==> src/rtl/riscv_pkg.sv <==
// Shared RV32I decode definitions: opcodes, ALU and result-select codes, decoded control bundle.
package riscv_pkg;

   localparam logic [6:0] OP_R      = 7'b0110011;
   localparam logic [6:0] OP_IALU   = 7'b0010011;
   localparam logic [6:0] OP_LOAD   = 7'b0000011;
   localparam logic [6:0] OP_STORE  = 7'b0100011;
   localparam logic [6:0] OP_BRANCH = 7'b1100011;
   localparam logic [6:0] OP_JAL    = 7'b1101111;
   localparam logic [6:0] OP_JALR   = 7'b1100111;
   localparam logic [6:0] OP_LUI    = 7'b0110111;

   localparam logic [3:0] ALUCTL_ADD  = 4'd0;
   localparam logic [3:0] ALUCTL_SUB  = 4'd1;
   localparam logic [3:0] ALUCTL_AND  = 4'd2;
   localparam logic [3:0] ALUCTL_OR   = 4'd3;
   localparam logic [3:0] ALUCTL_XOR  = 4'd4;
   localparam logic [3:0] ALUCTL_SLL  = 4'd5;
   localparam logic [3:0] ALUCTL_SRL  = 4'd6;
   localparam logic [3:0] ALUCTL_SRA  = 4'd7;
   localparam logic [3:0] ALUCTL_SLTU = 4'd8;
   localparam logic [3:0] ALUCTL_SLT  = 4'd9;

   localparam logic [1:0] RESULT_ALU = 2'd0;
   localparam logic [1:0] RESULT_MEM = 2'd1;
   localparam logic [1:0] RESULT_PC4 = 2'd2;

   typedef struct packed {
      logic [3:0] alucontrol;
      logic [1:0] result_src;
      logic       alu_src_imm;
      logic       reg_write;
      logic       mem_write;
      logic       branch;
      logic       jump;
      logic       illegal;
   } ctrl_t;

   // alt selects sub/sra; callers decide when instr[30] is allowed to mean that
   function automatic logic [3:0] alu_by_funct3(input logic [2:0] funct3, input logic alt);
      logic [3:0] code;
      case (funct3)
         3'b000:  code = alt ? ALUCTL_SUB : ALUCTL_ADD;
         3'b001:  code = ALUCTL_SLL;
         3'b010:  code = ALUCTL_SLT;
         3'b011:  code = ALUCTL_SLTU;
         3'b100:  code = ALUCTL_XOR;
         3'b101:  code = alt ? ALUCTL_SRA : ALUCTL_SRL;
         3'b110:  code = ALUCTL_OR;
         default: code = ALUCTL_AND;
      endcase
      return code;
   endfunction

endpackage

==> src/rtl/decode_comb.sv <==
// Purely combinational RV32I instruction decoder: register indices, immediate and control bundle.
module decode_comb
   import riscv_pkg::*;
#(
   parameter int unsigned XLEN = 32
) (
   input  logic [31:0]     instr,
   output logic [XLEN-1:0] imm,
   output logic [4:0]      rd,
   output logic [4:0]      rs1,
   output logic [4:0]      rs2,
   output ctrl_t           ctrl
);

   logic [6:0]  opcode;
   logic [2:0]  funct3;
   logic [6:0]  funct7;
   logic [31:0] imm32;
   logic        bad;
   ctrl_t       c;

   assign opcode = instr[6:0];
   assign funct3 = instr[14:12];
   assign funct7 = instr[31:25];
   assign rd     = instr[11:7];
   assign rs2    = instr[24:20];
   assign imm    = XLEN'($signed(imm32));

   always_comb begin
      c     = '0;
      imm32 = '0;
      bad   = 1'b0;
      rs1   = instr[19:15];
      case (opcode)
         OP_R: begin
            c.reg_write  = 1'b1;
            c.alucontrol = alu_by_funct3(funct3, instr[30]);
            if (funct3 == 3'b000 || funct3 == 3'b101) begin
               bad = (funct7 != 7'h00) && (funct7 != 7'h20);
            end else begin
               bad = (funct7 != 7'h00);
            end
         end
         OP_IALU: begin
            c.reg_write   = 1'b1;
            c.alu_src_imm = 1'b1;
            imm32         = {{20{instr[31]}}, instr[31:20]};
            // Only shifts carry a funct7; ADDI never becomes sub
            c.alucontrol  = alu_by_funct3(funct3, (funct3 == 3'b101) && instr[30]);
            if (funct3 == 3'b001) begin
               bad = (funct7 != 7'h00);
            end else if (funct3 == 3'b101) begin
               bad = (funct7 != 7'h00) && (funct7 != 7'h20);
            end
         end
         OP_LOAD: begin
            c.reg_write   = 1'b1;
            c.alu_src_imm = 1'b1;
            c.result_src  = RESULT_MEM;
            imm32         = {{20{instr[31]}}, instr[31:20]};
         end
         OP_STORE: begin
            c.mem_write   = 1'b1;
            c.alu_src_imm = 1'b1;
            imm32         = {{20{instr[31]}}, instr[31:25], instr[11:7]};
         end
         OP_BRANCH: begin
            c.branch = 1'b1;
            imm32    = {{19{instr[31]}}, instr[31], instr[7], instr[30:25], instr[11:8], 1'b0};
            case (funct3)
               3'b000:  c.alucontrol = 4'd0;
               3'b001:  c.alucontrol = 4'd1;
               3'b100:  c.alucontrol = 4'd2;
               3'b101:  c.alucontrol = 4'd3;
               3'b110:  c.alucontrol = 4'd4;
               3'b111:  c.alucontrol = 4'd5;
               default: bad = 1'b1;
            endcase
         end
         OP_JAL: begin
            c.reg_write  = 1'b1;
            c.jump       = 1'b1;
            c.result_src = RESULT_PC4;
            imm32 = {{11{instr[31]}}, instr[31], instr[19:12], instr[20], instr[30:21], 1'b0};
         end
         OP_JALR: begin
            c.reg_write   = 1'b1;
            c.jump        = 1'b1;
            c.alu_src_imm = 1'b1;
            c.result_src  = RESULT_PC4;
            imm32         = {{20{instr[31]}}, instr[31:20]};
         end
         OP_LUI: begin
            c.reg_write   = 1'b1;
            c.alu_src_imm = 1'b1;
            rs1           = 5'd0;
            imm32         = {instr[31:12], 12'h000};
         end
         default: bad = 1'b1;
      endcase
      c.illegal   = bad;
      c.reg_write = c.reg_write && (rd != 5'd0) && !bad;
      c.mem_write = c.mem_write && !bad;
      c.branch    = c.branch && !bad;
      c.jump      = c.jump && !bad;
      ctrl        = c;
   end

endmodule

==> src/rtl/decode_stage.sv <==
// Decode pipeline stage: valid/ready handshake around decode_comb with an optional two-entry skid.
module decode_stage
   import riscv_pkg::*;
#(
   parameter int unsigned XLEN = 32,
   parameter int unsigned SKID = 1
) (
   input  logic            clk,
   input  logic            rst_n,
   input  logic            flush,
   input  logic            in_valid,
   output logic            in_ready,
   input  logic [31:0]     in_instr,
   input  logic [XLEN-1:0] in_pc,
   output logic            out_valid,
   input  logic            out_ready,
   output logic [XLEN-1:0] out_pc,
   output logic [4:0]      out_rd,
   output logic [4:0]      out_rs1,
   output logic [4:0]      out_rs2,
   output logic [XLEN-1:0] out_imm,
   output logic [3:0]      out_alucontrol,
   output logic [1:0]      out_result_src,
   output logic            out_alu_src_imm,
   output logic            out_reg_write,
   output logic            out_mem_write,
   output logic            out_branch,
   output logic            out_jump,
   output logic            out_illegal
);

   typedef struct packed {
      logic [XLEN-1:0] pc;
      logic [XLEN-1:0] imm;
      logic [4:0]      rd;
      logic [4:0]      rs1;
      logic [4:0]      rs2;
      ctrl_t           ctrl;
   } entry_t;

   entry_t          in_entry, head_q, head_d, skid_q, skid_d;
   logic            head_valid_q, head_valid_d, skid_valid_q, skid_valid_d, in_ready_q;
   logic            in_fire;
   logic [XLEN-1:0] dec_imm;
   logic [4:0]      dec_rd, dec_rs1, dec_rs2;
   ctrl_t           dec_ctrl;

   decode_comb #(.XLEN(XLEN)) u_decode (
      .instr (in_instr),
      .imm   (dec_imm),
      .rd    (dec_rd),
      .rs1   (dec_rs1),
      .rs2   (dec_rs2),
      .ctrl  (dec_ctrl)
   );

   always_comb begin
      in_entry      = '0;
      in_entry.pc   = in_pc;
      in_entry.imm  = dec_imm;
      in_entry.rd   = dec_rd;
      in_entry.rs1  = dec_rs1;
      in_entry.rs2  = dec_rs2;
      in_entry.ctrl = dec_ctrl;
   end

   assign in_ready = (SKID != 0) ? in_ready_q : (out_ready || !head_valid_q);
   assign in_fire  = in_valid && in_ready;

   always_comb begin
      head_d       = head_q;
      head_valid_d = head_valid_q;
      skid_d       = skid_q;
      skid_valid_d = skid_valid_q;
      if (!head_valid_q || out_ready) begin
         // Head is free this cycle: older skid entry goes first to keep order
         if (skid_valid_q) begin
            head_d       = skid_q;
            head_valid_d = 1'b1;
            skid_valid_d = 1'b0;
         end else begin
            head_valid_d = in_fire;
            if (in_fire) head_d = in_entry;
         end
      end else if (in_fire && (SKID != 0)) begin
         skid_d       = in_entry;
         skid_valid_d = 1'b1;
      end
      if (flush) begin
         head_valid_d = 1'b0;
         skid_valid_d = 1'b0;
      end
   end

   always_ff @(posedge clk or negedge rst_n) begin
      if (!rst_n) begin
         head_q       <= '0;
         skid_q       <= '0;
         head_valid_q <= 1'b0;
         skid_valid_q <= 1'b0;
         in_ready_q   <= 1'b1;
      end else begin
         head_q       <= head_d;
         skid_q       <= skid_d;
         head_valid_q <= head_valid_d;
         skid_valid_q <= skid_valid_d;
         in_ready_q   <= !skid_valid_d;
      end
   end

   assign out_valid       = head_valid_q;
   assign out_pc          = head_q.pc;
   assign out_imm         = head_q.imm;
   assign out_rd          = head_q.rd;
   assign out_rs1         = head_q.rs1;
   assign out_rs2         = head_q.rs2;
   assign out_alucontrol  = head_q.ctrl.alucontrol;
   assign out_result_src  = head_q.ctrl.result_src;
   assign out_alu_src_imm = head_q.ctrl.alu_src_imm;
   assign out_reg_write   = head_q.ctrl.reg_write;
   assign out_mem_write   = head_q.ctrl.mem_write;
   assign out_branch      = head_q.ctrl.branch;
   assign out_jump        = head_q.ctrl.jump;
   assign out_illegal     = head_q.ctrl.illegal;

endmodule

==> config.mk <==
export PLATFORM = sky130hd
export DESIGN_NAME = decode_stage
export DESIGN_NICKNAME = d
export VERILOG_FILES = /design/src/rtl/riscv_pkg.sv /design/src/rtl/decode_comb.sv /design/src/rtl/decode_stage.sv
export SDC_FILE = /design/constraint.sdc
export NUM_CORES = 1
export LEC_CHECK = 0
export BUFFER_PORTS_ARGS = -buffer_cell sky130_fd_sc_hd__buf_2
export CAP_MARGIN = 20
export CORE_UTILIZATION = 32
export DETAILED_ROUTE_END_ITERATION = 8
export GPL_ROUTABILITY_DRIVEN = 0
export GPL_TIMING_DRIVEN = 0
export PLACE_DENSITY_LB_ADDON = 0.15
export SYNTH_ARGS = -nofsm -noshare
export SYNTH_HDL_FRONTEND = slang
export SYNTH_HIERARCHICAL = 1
export SYNTH_SLANG_ARGS = --single-unit
export TNS_END_PERCENT = 30
==> constraint.sdc <==
create_clock -name clk -period 2.2 [get_ports clk]
set_input_delay 0.44 -clock clk [delete_from_list [all_inputs] [get_ports clk]]
set_output_delay 0.44 -clock clk [all_outputs]
set_load 0.005 [all_outputs]
==> flow_summary.ini, run 1 <==
[power]
power.share.clock = 0.367
comb_power_share = 0.142
switching_power_mw = 2.00
p_seq_frac = 0.491
p_int_mw = 6.10
p_sw_frac = 0.247
p_per_area_nw_per_um2 = 744
p_total_mw = 8.11
peakVddDrop_uv = 551
power.leakage_nw = 5.36

[sta]
rsz0062_at_grt = yes
fin_crit_ns = 2.17
fmax_mhz = 461
setup_slack_ns = 0.0321
layout_worst_path_cycle_share = 0.985
report.final.slew_viol_count = 0
worst_slew_pin_slew_ns = 0.686
fin_worst_skew_ns = 0.0101
setup_viol_count_final = 0
fin_tns_setup_ns = 0
slew_headroom = 0.542
whs_ns = -0.0291
hold_viol_final = 7

[placed_design]
dp_worst_setup_slack_ns = -0.455
post_dp_cell_area_um2 = 10300
portBuffers = 158
dp_hpwl_um = 15500
dp_cells = 1170

[die]
coreArea_um2 = 27300
io_pins = 162
initial_core_util = 0.329
dieArea_um2 = 28700
rows = 60
die_w_um = 169
die_y_um = 169

[routing]
drt_first_pass_iters = 5
wirelength_um = 21500
wl_per_cell_um = 17.8
drt-vias-per-instance = 4.66
drtIter0Drc = 193
drc_errors = 0
vias = 5623
ant_nets = 0

[clock_tree]
clock_path_buffers = 2
clk_latency_ns = 0.42
numCtsBuffers = 17
postCtsHoldBufs = 0
clk_pin_slew_ns = 0.07
cts_sinks = 185
cts_tree = yes
root_buffer = clkbuf_16
cts_max_level = 4

[global_routing]
track_usage = 0.154
grt_pass1_vias = 5821
overflow = 0
antenna_found_initial = 1
grt_max_degree = 105
grt_pass1_wl_um = 33700

[yosys]
yosysUniqueCellTypes = 51
yosys_register_bits = 185
yosys-top-cells-area = dfrtp_1, mux2_2, a21o_1
syn_area_um2 = 8970
ys_seq_area_frac = 0.516
synth_largest_area_cell = dfrtp_1
syn_inst = 639
synth_top_area_frac = 0.513
synth_fp_nets = 708
synth_area_per_cell_um2 = 14.0
ys_warn_count = 6

[run_status]
status = complete, but fails checks
violations = negative hold slack

[worst_setup_path]
reg2reg_from = in_ready
slowest_delay_ns = 0.54
rr_worst_depth = 4
required_ns = 2.51
worstSetupPathDepth = 7
r2r_slack_ns = 0.29
worstReg2RegEnd = out_pc[5]
worstSetupEndpoint = out_illegal
critical-path-top-delay-family = simple AND/OR/NAND/NOR gates
critical_path_class = in -> reg
cp_max_fo = 3
cp_slowest_cell = or4_4
critical_path.startpoint = in_instr[25]
crit_chain = buf_2 > or4_4 > o32ai_4 > a31oi_2 > or4_4 > mux2_2 > mux2_2
path_buf_inv = 1
critPathLaunchType = input port
arrival_ns = 2.47
crit_path_end_kind = flip-flop

[layout]
final_area_um2 = 10900
finish.utilization = 0.400
drive_gt1_frac = 0.638
syn2layout_area_growth_pct = 21.5
final_net_count = 890
mostFrequentLayoutCells = mux2_2, dfrtp_1, buf_2, a21o_1, clkbuf_16
fin_cells = 1207
final_common_cell = mux2_2

[worst_hold_path]
hp-class = in -> async

[job]
cap_violations = 0
[power groups by stage]
stage / sequential, mW / combinational, mW / clock, mW
5_1_grt: 4.03 / 1.27 / 3.24
3_3_place_gp: 4.03 / 1.15 / 0
3_5_place_dp: 4.04 / 1.17 / 0
2_1_floorplan: 4.02 / 0.687 / 0
6_report: 3.98 / 1.15 / 2.98
4_1_cts: 3.98 / 1.17 / 3.10
[cell families (layout without fill, tap and decap cells)]
logic type / after synthesis / count (layout) / share of synthesized area
DFF: 185 / 185 / 0.516
adders and majority gates: 1 / 1 / 0.00112
muxes: 274 / 274 / 0.344
other: 0 / 3 / 0
AOI/OAI and AO/OA: 53 / 53 / 0.0432
buffers and inverters: 57 / 250 / 0.0505
and+or+nand+nor: 69 / 69 / 0.0453
[cells in the mapped netlist, drive strengths merged]
master and n:
mux2 273, dfrtp 184, buf 38, a21o 19, nor2 17, clkbuf 13, nor2b 12, nand2 10
a21oi 8, inv 6, a22o 5, nand3 4, nor3 4, o21ai 4, or4 4, a31oi 3
and2b 3, o22ai 3, a21boi 2, o211ai 2, o2bb2ai 2, o32ai 2, or2 2, or3 2
a211oi 1, and2 1, and3 1, and3b 1, and4 1, dfstp 1, maj3 1, mux2i 1
nand2b 1, nand3b 1, nand4 1, nand4b 1, nor4 1, nor4b 1, o21a 1, o22a 1
or3b 1
[routing by layer]
layer | routed length [um] | up-vias | track usage
li1 | - | 2669 | -
met2 | 9360 | 151 | 0.233
met5 | 17 | - | 0
met3 | 1480 | 17 | 0.0522
met4 | 246 | 2 | 0.0341
met1 | 10400 | 2784 | 0.212
[layout make-up]
class	count	area, um^2
Tap cell	372	465
Timing Repair Buffer	164	863
Inverter	6	22.5
Multi-Input combinational cell	397	3920
Sequential cell	185	4630
Buffer	50	423
Antenna cell	3	7.51
Clock buffer	20	467
Clock inverter	10	95.1
Fill cell	2629	16400
[worst min path at each step]
stage,to,slack (ns),startpoint,cells past startpoint
6_report,out_rd[4],-0.03,rst_n,1
2_1_floorplan,out_alu_src_imm,0.14,rst_n,0
5_1_grt,out_rd[4],0.02,rst_n,1
3_5_place_dp,out_rd[4],0.48,rst_n,1
4_1_cts,out_rd[4],0.01,rst_n,1
3_3_place_gp,skid_q[2],0.48,skid_q[2],1
[sequential cells by signal, indices dropped and copies added, names as in the netlist, 2 cells and up]
| register | cells |
|---|---|
| skid_q | 91 |
| out_rs1 | 5 |
| out_result_src | 2 |
| out_imm | 32 |
| out_alucontrol | 4 |
| out_rd | 5 |
| out_rs2 | 5 |
| out_pc | 32 |
[what timing repair did]
item	in CTS	in global routing
endpoints found under the hold margin	0	0
pin swaps	3	3
setup endpoints to repair	1	14
buffers inserted	2	2
resized for setup	2	4
Power figures use the tool's default switching activity.
==> run 2: changes to the inputs <==
--- a/config.mk
+++ b/config.mk
@@ -5,6 +5,7 @@
 export SDC_FILE = /design/constraint.sdc
 export NUM_CORES = 1
 export LEC_CHECK = 0
+export ABC_AREA = 1
 export BUFFER_PORTS_ARGS = -buffer_cell sky130_fd_sc_hd__buf_2
 export CAP_MARGIN = 20
 export CORE_UTILIZATION = 32
==> run 2 against run 1 <==
Net effect: power increased by 1.5%; critical path type unchanged; critical endpoint is now out_imm[13]; the run now ends clean; highest routed layer is now met4; via count is 48% higher; largest power group unchanged; maximum frequency grew 30%; wire length is 30% higher.
==> flow_summary.ini, run 2 <==
[sta]
layout_worst_path_cycle_share = 0.758
fin_worst_skew_ns = 0.0166
setup_viol_count_final = 0
slew_headroom = 0.584
worst_slew_pin_slew_ns = 0.624
whs_ns = 0.167
report.final.slew_viol_count = 0
fin_crit_ns = 1.67
fmax_mhz = 599
hold_viol_final = 0
rsz0062_at_grt = no

[yosys]
synth_edf_count = 0
synth_top_area_frac = 0.498
yosys_register_bits = 185
ys_seq_area_frac = 0.501
synth_largest_area_cell = dfrtp_1
synth.top_cells.by_count = nand2_1, dfrtp_1, nand3_1
synthFlopType = dfrtp_1
yosys-top-cells-area = dfrtp_1, nand2_1, nand3_1
yosysUniqueCellTypes = 30
syn_area_um2 = 9250
synthArstFlopShare = 1.00
ys_warn_count = 6
synth_area_per_cell_um2 = 7.28
synth_fp_nets = 1339
yosysMostFrequentCell = nand2_1
syn_inst = 1270

[routing]
drt-vias-per-instance = 4.52
wl_met1_um = 14100
route.met3.wl_um = 1080
wl_met2_um = 12500
ant_nets = 0
wl_per_cell_um = 15.2
maxUsedRoutingLayer = met4
drtIter0Drc = 604
wirelength_um = 28000
drt_first_pass_iters = 5
drc_errors = 0
vias = 8337

[placed_design]
dp_hpwl_um = 19900
portBuffers = 161

[layout]
largest_register_ffs = 91
seq_area_um2 = 4630
syn2layout_area_growth_pct = 20.8
nFillCells = 3039
drive_gt1_frac = 0.216
final_net_count = 1521
final_common_cell = nand2_1
multi_input_area_um2 = 3970
mostFrequentLayoutCells = nand2_1, buf_2, dfrtp_1, nand3_1, inv_1
largest_register = skid_q

[worst_setup_path]
path_buf_inv = 3
worstSetupPathDepth = 12
cp_max_fo = 10
critical_path_class = in -> reg
crit_path_frequent_cell = nand2_1
critPathLaunchType = input port
rr_worst_depth = 5
cp_slowest_cell = o21ai_2
crit_path_end_kind = flip-flop
slowest_delay_ns = 0.36
critical-path-top-delay-family = simple AND/OR/NAND/NOR gates
required_ns = 2.53
arrival_ns = 2.00
crit_chain = buf_2 > inv_1 > nand2_2 > nor2_8 > nand2_1 > inv_2 > o21ai_2 > o21ai_0 > nand2_1 > nand2_1 > nand3_1 > nand2_1

[die]
initial_core_util = 0.329
coreArea_um2 = 28100
io_pins = 162
rows = 61
die_w_um = 172
die_y_um = 172
dieArea_um2 = 29600

[clock_tree]
cts_sinks = 185
root_buffer = clkbuf_16
cts_max_level = 4
clk_latency_ns = 0.44
cts_setup_buffers = 0
cts_tree = yes
clock_path_buffers = 2
clk_pin_slew_ns = 0.07
numCtsBuffers = 17

[power]
power.leakage_nw = 6.71
p_total_mw = 8.23
peakVddDrop_uv = 472
p_per_area_nw_per_um2 = 737

[global_routing]
grt_pass1_wl_um = 44800
track_usage = 0.199
antenna_found_initial = 2
grt_pass1_vias = 8001
overflow = 0
grt_max_degree = 112

[worst_hold_path]
hp-class = in -> reg
hold_depth = 2

[run_status]
status = complete, no violations

[job]
cap_violations = 0
[run 2: cell types whose count changed after synthesis, sizes merged, moves of 12 or more]
cell    before  now
a21o        19    0
nor2        17   39
mux2       273    0
nand2       10  773
clkbuf      13    1
nand3        4  102
buf         38   81
o21ai        4   16
nor2b       12    0
inv          6   47
[run 2: worst paths after layout]
kind	from	end	slack, ns
worst max-delay path	in_instr[3]	out_imm[13]	0.53
worst min-delay path	flush	out_valid	0.17
worst max register to register	in_ready	skid_q[86]	0.61
worst min register to register	skid_q[31]	skid_q[31]	0.47
max in group asynchronous	rst_n	skid_valid_q	0.63
min in group asynchronous	rst_n	out_pc[31]	0.56
[run 2: logic make-up after synthesis]
kind of cell,synth area share
buffers and inverters,0.0700
flip-flops,0.501
AO/OA/AOI/OAI,0.0271
AND/OR/NAND/NOR,0.402
[run 2: final cells by class]
cell class                 instances  share of cell area
antenna                            2            0.000448
buffer                            82              0.0421
clock buffer                      18              0.0393
clock inverter                    14              0.0140
inverter                          47              0.0158
multi-input combinational        956               0.355
sequential                       185               0.414
tap                              378              0.0423
timing repair buffer             163              0.0764
[run 2: report_power, final]
group	internal [mW]	total [mW]	switching (mW)
Combinational	0.414	1.10	0.686
Clock	1.65	3.17	1.52
Sequential	3.76	3.96	0.199
Total	5.83	8.23	2.40
[run 2: stage by stage]
stage	setup slack, ns	instances	setup TNS (ns)	area, um^2	util
final	0.532	1845	0	11200	0.398
after global routing	0.410	1845	0	11200	0.398
after CTS	0.562	1843	0	11200	0.398
after detailed placement	0.173	1810	0	10600	0.376
after global placement	-2.69	1809	-492.19	10500	0.375
after floorplan	0.628	1270	0	9250	-
[run 2: what timing repair did]
| action | 4_1_cts | 5_1_grt |
|---|---|---|
| endpoints found under the hold margin | 15 | 0 |
| hold buffers | 1 | 0 |
| resized for setup | 0 | 0 |
[run 2: routing by layer]
metal	GRT usage	up-vias
li1	-	4260
met1	0.293	3885
met2	0.303	172
met3	0.0298	20
met4	0.0489	0
met5	0	-
==> run 3: changes to the inputs <==
--- a/config.mk
+++ b/config.mk
@@ -5,7 +5,7 @@
 export SDC_FILE = /design/constraint.sdc
 export NUM_CORES = 1
 export LEC_CHECK = 0
-export ABC_AREA = 1
+export ABC_AREA = 0
 export BUFFER_PORTS_ARGS = -buffer_cell sky130_fd_sc_hd__buf_2
 export CAP_MARGIN = 20
 export CORE_UTILIZATION = 32
==> constraint.sdc (replaced) <==
create_clock -name clk -period 1.5 [get_ports clk]
set_input_delay 0.3 -clock clk [delete_from_list [all_inputs] [get_ports clk]]
set_output_delay 0.3 -clock clk [all_outputs]
set_load 0.005 [all_outputs]
==> run 3 against run 2 <==
Net effect: core utilization grew 4.5 points; register-to-register slack worse by 0.77 ns; highest routed layer unchanged; worst hold slack worse by 0.072 ns; global-route usage fell by 2.8 points; flip-flop and latch count stayed put; final area is 7.9% higher; clock-buffer cell count shrank 1; the flow now finishes with violations (negative setup slack); clock power up 46%; largest power group unchanged; non-clock buffer count unchanged; power is 54% higher.
==> flow_summary.ini, run 3 (synthesized netlist as in run 1, its figures left out) <==
[layout]
mostFrequentLayoutCells = mux2_2, dfrtp_1, buf_2, mux2_4, clkbuf_16
final_common_cell = mux2_2
final_area_um2 = 12100
largest_register = skid_q
multi_input_area_um2 = 4320
nFillCells = 2548
drive_gt1_frac = 0.662
seq_area_um2 = 4630
largest_register_ffs = 91
final_net_count = 921
syn2layout_area_growth_pct = 34.3
n_antenna_cell = 0
fin_cells = 1237

[worst_setup_path]
critical_path_class = in -> reg
slowest_delay_ns = 0.54
reg2reg_from = in_ready
cp_slowest_cell = or4_4
critPathLaunchType = input port
crit_path_end_kind = flip-flop
cp_max_fo = 3
arrival_ns = 2.38
path_buf_inv = 1
critical-path-top-delay-family = simple AND/OR/NAND/NOR gates
required_ns = 1.82
worstReg2RegEnd = out_reg_write
crit_chain = buf_6 > or4_4 > o32ai_4 > a31oi_4 > or4_4 > mux2_4 > mux2_4
rr_worst_depth = 6
r2r_slack_ns = -0.16

[run_status]
status = complete, but fails checks
violations = negative setup slack

[job]
cap_violations = 0

[sta]
setup_viol_count_final = 182
layout_worst_path_cycle_share = 1.37
hold_viol_final = 0
fin_crit_ns = 2.05
fmax_mhz = 487
report.final.slew_viol_count = 0
fin_tns_setup_ns = -12.12
worst_slew_pin_slew_ns = 0.573
setup_slack_ns = -0.554
fin_worst_skew_ns = 0.0146
rsz0062_at_grt = yes
slew_headroom = 0.617

[die]
io_pins = 162
dieArea_um2 = 28700
die_w_um = 169
coreArea_um2 = 27300
initial_core_util = 0.329
rows = 60
die_y_um = 169

[worst_hold_path]
holdPathEnd = skid_q[73]
hold_depth = 2
hold_start = in_pc[14]
hp-class = in -> reg

[routing]
wirelength_um = 23700
ant_nets = 0
drt-vias-per-instance = 4.68
vias = 5789
drtIter0Drc = 243
drt_first_pass_iters = 4
drc_errors = 0
wl_per_cell_um = 19.2

[power]
p_per_area_nw_per_um2 = 1050
peakVddDrop_uv = 504
power.leakage_nw = 6.00
p_total_mw = 12.6

[clock_tree]
cts_max_level = 4
clk_pin_slew_ns = 0.09
clock_path_buffers = 2
cts_tree = yes
cts_sinks = 185
root_buffer = clkbuf_16
clk_latency_ns = 0.44
numCtsBuffers = 17

[global_routing]
track_usage = 0.171
antenna_found_initial = 0
overflow = 0
grt_pass1_vias = 6138
grt_pass1_wl_um = 36900
grt_max_degree = 66

[placed_design]
dp_hpwl_um = 15700
dp_cells = 1171
post_dp_cell_area_um2 = 10400
dp_worst_setup_slack_ns = -1.21
portBuffers = 158
## run 3: cell count changes in the layout (fill, tap and decap cells not counted), moves of 12 or more
cell,delta
mux2_2,+185
nand2_2,-12
buf_2,-65
inv_1,-33
buf_6,+23
nand2_1,-749
nand3_1,-95
a21o_1,+18
clkbuf_16,+15
mux2_4,+88
nor2_1,-20
## run 3: stage by stage
| step | hold WS [ns] | util |
|---|---|---|
| finish | 0.0948 | 0.442 |
| global placement | 0.479 | 0.381 |
| CTS | 0.0735 | 0.439 |
| detailed placement | 0.280 | 0.383 |
| floorplan | 0.00441 | - |
| global route | 0.0722 | 0.442 |
## run 3: per-layer routing
metal  up-vias  global-route usage  wire (um)
li1       2732                   -          -
met1      2913               0.228      11300
met2       122               0.271      10900
met3        22              0.0443       1190
met4         0              0.0513        367
met5         -                   0          0
## run 3: layout make-up
type | instances | area share
sequential | 185 | 0.384
timing repair buffer | 195 | 0.115
tap | 372 | 0.0386
inverter | 6 | 0.00187
clock buffer | 17 | 0.0353
buffer | 50 | 0.0517
multi-input combinational | 397 | 0.358
clock inverter | 15 | 0.0152
## run 3: how the worst max path moves through the flow
stage               cells after the start     endpoint  slack (ns)         start
floorplan                               7  out_illegal       -0.76  in_instr[25]
global placement                        1    out_pc[5]       -3.29         rst_n
detailed placement                      8  out_illegal       -1.21  in_instr[25]
CTS                                     7  out_illegal       -0.66  in_instr[27]
global route                            7  out_illegal       -0.56  in_instr[27]
finish                                  7  out_illegal       -0.55  in_instr[27]
## run 3: power by group
group / leakage (nW) / internal, mW / switching (mW)
Combinational: 3.34 / 1.32 / 0.855
Clock: 0.291 / 2.26 / 2.36
Sequential: 2.36 / 5.57 / 0.274
Total: 6.00 / 9.16 / 3.49
## run 3: what timing repair did
action | in CTS | in global routing
gates cloned | 12 | 1
setup buffers | 19 | 1
endpoints found under the setup margin | 182 | 183
hold buffers | 2 | 0
pin swaps | 11 | 4
hold endpoints to repair | 58 | 0
resized for setup | 116 | 21
